===== config.mk =====
export PLATFORM = sky130hd
export DESIGN_NAME = voter_ctrl_flat
export DESIGN_NICKNAME = d
export VERILOG_FILES = /design/src/rtl/voter_pkg.sv /design/src/rtl/voter_if.sv /design/src/rtl/voter_tally.sv /design/src/rtl/voter_ctrl.sv /design/src/flat_wrapper.sv
export SDC_FILE = /design/constraint.sdc
export NUM_CORES = 1
export LEC_CHECK = 0
export CORE_UTILIZATION = 45
export CTS_BUF_LIST = sky130_fd_sc_hd__clkbuf_4 sky130_fd_sc_hd__clkbuf_8
export CTS_CLUSTER_DIAMETER = 150
export DETAILED_ROUTE_END_ITERATION = 7
export DONT_BUFFER_PORTS = 1
export SKIP_CTS_REPAIR_TIMING = 1
export SYNTH_ARGS = -nofsm -noshare
export SYNTH_HDL_FRONTEND = slang
export SYNTH_SLANG_ARGS = --single-unit

===== constraint.sdc =====
create_clock -name clk -period 1.65 [get_ports clk]
set_input_delay 0.165 -clock clk [delete_from_list [all_inputs] [get_ports clk]]
set_output_delay 0.165 -clock clk [all_outputs]
set_load 0.03 [all_outputs]

===== src/rtl/voter_pkg.sv =====
// Shared types and encodings for the four-voter ballot controller.
// Imported by the controller, its tally sub-module and the bus interface users.
package voter_pkg;

    localparam int unsigned N_VOTERS = 4;

    // Every voter has a latched ballot; closes the collection window early.
    localparam logic [N_VOTERS-1:0] VOTERS_ALL = 4'b1111;

    localparam logic [2:0] RES_NONE     = 3'b000;
    localparam logic [2:0] RES_MINORITY = 3'b001;
    localparam logic [2:0] RES_TIE      = 3'b010;
    localparam logic [2:0] RES_MAJORITY = 3'b100;

    typedef enum logic [1:0] {
        IDLE    = 2'd0,
        COLLECT = 2'd1,
        TALLY   = 2'd2,
        REPORT  = 2'd3
    } state_e;

    // Number of yes ballots in a 4-bit ballot word (0..4).
    function automatic logic [2:0] count_yes(input logic [N_VOTERS-1:0] ballot);
        logic [2:0] n;
        n = '0;
        for (int i = 0; i < int'(N_VOTERS); i++) begin
            n = n + {2'b00, ballot[i]};
        end
        return n;
    endfunction

endpackage


===== src/rtl/voter_if.sv =====
// Ballot bus between a session driver (master) and the voter controller (slave).
interface voter_if;
    import voter_pkg::*;

    logic                start;
    logic [N_VOTERS-1:0] vote_en;
    logic [N_VOTERS-1:0] vote_val;
    logic                busy;
    logic [N_VOTERS-1:0] voted;
    logic [2:0]          result;
    logic                done;
    logic                timed_out;

    modport master (
        output start, vote_en, vote_val,
        input  busy, voted, result, done, timed_out
    );

    modport slave (
        input  start, vote_en, vote_val,
        output busy, voted, result, done, timed_out
    );

endinterface


===== src/rtl/voter_tally.sv =====
// Maps a 4-bit ballot word to the one-hot outcome: 0-1 yes, 2 yes (tie), 3-4 yes.
module voter_tally
    import voter_pkg::*;
(
    input  logic [N_VOTERS-1:0] ballot,
    output logic [2:0]          onehot
);

    logic [2:0] yes_cnt;

    // NOTE: combinational outputs get a default first so no path leaves them unassigned (no latch).
    always_comb begin
        yes_cnt = count_yes(ballot);
        onehot  = RES_MINORITY;
        if (yes_cnt >= 3'd3) begin
            onehot = RES_MAJORITY;
        end else if (yes_cnt == 3'd2) begin
            onehot = RES_TIE;
        end
    end

endmodule


===== src/rtl/voter_ctrl.sv =====
// Ballot session controller: opens a window on start, latches first ballots per voter,
// closes on all-voted or timeout, then tallies and pulses done for one cycle.
module voter_ctrl
    import voter_pkg::*;
#(
    parameter int TIMEOUT_CYCLES = 16
)
(
    input  logic   clk,
    input  logic   rst,
    voter_if.slave bus
);

    localparam int TIMER_W = $clog2(TIMEOUT_CYCLES);
    localparam logic [TIMER_W-1:0] TIMER_LAST = TIMER_W'(TIMEOUT_CYCLES - 1);

    state_e              state, state_nxt;
    logic [N_VOTERS-1:0] voted, voted_nxt;
    logic [N_VOTERS-1:0] ballot, ballot_nxt;
    logic [N_VOTERS-1:0] fresh;
    logic [TIMER_W-1:0]  timer, timer_nxt;
    logic [2:0]          result, result_nxt;
    logic [2:0]          tally_onehot;
    logic                timed_out, timed_out_nxt;

    // Non-voters keep a 0 ballot bit, so they count as no.
    voter_tally u_tally (
        .ballot (ballot),
        .onehot (tally_onehot)
    );

    // NOTE: registers use non-blocking assignment so every flop samples pre-edge values.
    always_ff @(posedge clk) begin
        if (rst) begin
            state <= IDLE;
        end else begin
            state <= state_nxt;
        end
    end

    always_ff @(posedge clk) begin
        if (rst) begin
            voted     <= '0;
            ballot    <= '0;
            timer     <= '0;
            result    <= RES_NONE;
            timed_out <= 1'b0;
        end else begin
            voted     <= voted_nxt;
            ballot    <= ballot_nxt;
            timer     <= timer_nxt;
            result    <= result_nxt;
            timed_out <= timed_out_nxt;
        end
    end

    always_comb begin
        state_nxt     = state;
        voted_nxt     = voted;
        ballot_nxt    = ballot;
        timer_nxt     = timer;
        result_nxt    = result;
        timed_out_nxt = timed_out;
        fresh         = '0;

        unique case (state)
            IDLE: begin
                // vote_en is deliberately not looked at here, even alongside start.
                if (bus.start) begin
                    voted_nxt  = '0;
                    ballot_nxt = '0;
                    timer_nxt  = '0;
                    state_nxt  = COLLECT;
                end
            end

            COLLECT: begin
                // Only first ballots land; re-votes from already-voted voters are masked off.
                fresh      = bus.vote_en & ~voted;
                voted_nxt  = voted | fresh;
                ballot_nxt = (ballot & ~fresh) | (bus.vote_val & fresh);
                timer_nxt  = timer + TIMER_W'(1);
                if (voted_nxt == VOTERS_ALL || timer == TIMER_LAST) begin
                    state_nxt = TALLY;
                end
            end

            TALLY: begin
                result_nxt    = tally_onehot;
                timed_out_nxt = (voted != VOTERS_ALL);
                state_nxt     = REPORT;
            end

            REPORT: begin
                state_nxt = IDLE;
            end

            default: begin
                state_nxt = IDLE;
            end
        endcase
    end

    assign bus.busy      = (state != IDLE);
    assign bus.done      = (state == REPORT);
    assign bus.voted     = voted;
    assign bus.result    = result;
    assign bus.timed_out = timed_out;

endmodule


===== src/flat_wrapper.sv =====
// flat-port wrapper written by rule: the top's interface ports become plain ports
module voter_ctrl_flat import voter_pkg::*;
#(
    parameter int TIMEOUT_CYCLES = 16
)
  (clk, rst, bus_start, bus_vote_en, bus_vote_val, bus_busy, bus_voted, bus_result, bus_done, bus_timed_out);
  voter_if bus_i ();
  input  logic clk;
  input  logic rst;
  input wire logic [$bits(bus_i.start)-1:0] bus_start;
  input wire logic [$bits(bus_i.vote_en)-1:0] bus_vote_en;
  input wire logic [$bits(bus_i.vote_val)-1:0] bus_vote_val;
  output wire logic [$bits(bus_i.busy)-1:0] bus_busy;
  output wire logic [$bits(bus_i.voted)-1:0] bus_voted;
  output wire logic [$bits(bus_i.result)-1:0] bus_result;
  output wire logic [$bits(bus_i.done)-1:0] bus_done;
  output wire logic [$bits(bus_i.timed_out)-1:0] bus_timed_out;
  assign bus_i.start = bus_start;
  assign bus_i.vote_en = bus_vote_en;
  assign bus_i.vote_val = bus_vote_val;
  assign bus_busy = bus_i.busy;
  assign bus_voted = bus_i.voted;
  assign bus_result = bus_i.result;
  assign bus_done = bus_i.done;
  assign bus_timed_out = bus_i.timed_out;
  voter_ctrl #(.TIMEOUT_CYCLES(TIMEOUT_CYCLES)) u_core (.clk(clk), .rst(rst), .bus(bus_i));
endmodule

==> run metrics <==
status complete, but fails checks; failing checks hold timing, setup timing; CTS Sinks 18; Worst-path clk slew 100 ps; global route overflow 0; GP Congestion 0.746; LEAKAGE 0.423 nW; r2r endpoint u_core.bus.result[1]; RSZ-0062 raised after global routing true; clock latency on the worst-skew pair 290 ps; Layout Area Growth over Synthesis 10.0%; setup slack after layout -42.6 ps; Total Power 1.67 mW; Initial Util 0.501; PwrDens 1480 nW/um^2; Seq cells post-synth 18; H-tree depth 1; DR vias 816; largest net degree at the start of global routing 20; Tmin final 1690 ps; worst min path class primary input to flop; Post-Synthesis Cell Area 1020 um^2; slew of the pin with the lowest slew margin 336 ps; peak supply drop 0.762 mV; kind of critical path flop to flop; Rows 16; Tot GR Track Use 0.192; drt drc 0; core footprint 2040 um^2; WL/cell 14.2 um; DP HPWL 1560 um; DRT Pass-1 Iters 4; vias per cell 5.67; most common cell after layout, fill and taps aside dfxtp_1; Routed Antenna Nets 0; Syn Nets 131; final WL 2050 um; skew final 1.96 ps; CP max FO 2; Die ar. 2470 um^2; arrival time worst endpoint 1890 ps; Pins Over Slew Limit 0; CTS Buf Count 3; share of layout cells above drive strength 1 0.239; Avg Inst Size Synth 9.22 um^2; Fin. Hold Viols 17; vias in the first global route 805; sequential share of the synthesized area 0.352; Clock Tree Buf Depth 2; Reg2Reg Setup Slack -40 ps; initial antenna violation count 0; count of cell types in the netlist 32; Max Cap Viol 0; final std cells w/o fill 144; r2r worst-path depth 6; Die Wd 49.7 um; Ant. Diodes 0; Final period util 1.03; Port Buf Inserts 0; Cells after DPL 140; CP startpoint kind flop; hold endpoint u_core.ballot[3]; hold path depth 1; Slew headroom 0.776; first-pass GRT wire length 3630 um; CP endpoint kind flop; Clock Tree Root clkbuf_4; hold slack -82.8 ps; required time of the critical path 1850 ps; Die Ht 49.7 um; fmax 0.591 GHz; Post-Syn Instances 111; Core Util, Final 0.551; TritonCTS clock tree yes; # IOs 21; FF-to-FF Start u_core.ballot[3]; DR iter-0 viols 16; HP Start rst; commonest cells after routing, fill and taps aside dfxtp_1 (16), a21oi_1 (11), nor2_1 (8), buf_4 (8); final setup vio count 1; final net count 138; yosys warns 0
==> per-stage QoR <==
| stage | instance area (um^2) | hold slack, ps | setup TNS, ps | worst slack (ps) |
|---|---|---|---|---|
| floorplan | 1020 | 332 | 0 | 2.37 |
| global placement | 1060 | 238 | -34.5 | -34.5 |
| detailed placement | 1060 | 238 | -124 | -83.8 |
| CTS | 1100 | -88.0 | -147 | -104 |
| global route | 1130 | -90.0 | -190 | -122 |
| finish | 1130 | -82.8 | -42.6 | -42.6 |
==> final cells by class <==
type	count	area (um^2)
sequential	18	363
tap	27	33.8
timing repair buffer	8	60.1
fill	209	916
clock buffer	4	36.3
multi-input combinational	82	611
inverter	5	22.5
==> logic make-up (layout without fill, tap and decap cells) <==
family	Yosys count	after routing	synth area share
flip-flops	18	18	0.352
multiplexers	3	3	0.0293
adder cells (fa/ha/maj)	9	9	0.117
AND/OR/NAND/NOR	35	35	0.222
AO/OA/AOI/OAI	35	35	0.205
buffers and inverters	11	17	0.0733
==> how the worst max path moves through the flow <==
stage	slack [ps]	to	cells after the start	from
after floorplan	2	u_core.bus.result[1]	6	u_core.ballot[0]
after global placement	-30	u_core.bus.result[1]	6	u_core.ballot[0]
after detailed placement	-80	u_core.bus.result[1]	6	u_core.ballot[0]
after CTS	-100	u_core.bus.result[1]	6	u_core.ballot[0]
after global routing	-120	u_core.bus.result[1]	6	u_core.ballot[3]
final	-40	u_core.bus.result[1]	6	u_core.ballot[3]
==> worst max-delay path, cell delays in order (launching register included) <==
cell     delay (ps)
dfxtp_2         340
fa_1            540
ha_2            200
ha_4            200
nor3b_2         140
mux2i_1         120
nor2_1           50
==> sequential cells by signal, summed over array words and instances (netlist names) <==
name / flops
u_core.bus.result: 3
u_core.timer: 4
u_core.state: 2
u_core.bus.timed_out: 1
u_core.bus.voted: 4
u_core.ballot: 4
==> metal layers <==
layer | global-route usage | part of all wire | up-vias
li1 | - | - | 412
met4 | 0.0857 | 0.020 | 0
met5 | 0 | 0 | -
met1 | 0.259 | 0.49 | 381
met3 | 0.0340 | 0.042 | 5
met2 | 0.295 | 0.45 | 18
==> power breakdown <==
part	switching (mW)	internal, mW	leakage (nW)
Combinational	0.441	0.320	0.255
Sequential	0.117	0.520	0.147
Clock	0.138	0.135	0.0210
==> cells in the mapped netlist (all sizes together) <==
| master | n | share of area |
|---|---|---|
| nand2b | 7 | 0.050 |
| inv | 5 | 0.018 |
| a211oi | 6 | 0.044 |
| o22ai | 2 | 0.012 |
| nand4b | 5 | 0.043 |
| mux2i | 3 | 0.029 |
| buf | 4 | 0.038 |
| or2b | 1 | 0.0086 |
| nor2 | 8 | 0.029 |
| and2 | 3 | 0.020 |
| nor3 | 1 | 0.0049 |
| o21a | 1 | 0.0073 |
| a21oi | 11 | 0.054 |
| a22oi | 2 | 0.015 |
| clkbuf | 2 | 0.017 |
| o21ai | 11 | 0.054 |
| and3 | 4 | 0.029 |
| o211ai | 1 | 0.0073 |
| and2b | 1 | 0.0086 |
| fa | 1 | 0.020 |
| nand3 | 2 | 0.0098 |
| nor3b | 1 | 0.0073 |
| and4 | 1 | 0.0086 |
| o31ai | 1 | 0.012 |
| dfxtp | 18 | 0.35 |
| ha | 8 | 0.098 |
| nand2 | 1 | 0.0037 |
No activity file was read; power rests on OpenSTA's default activity.
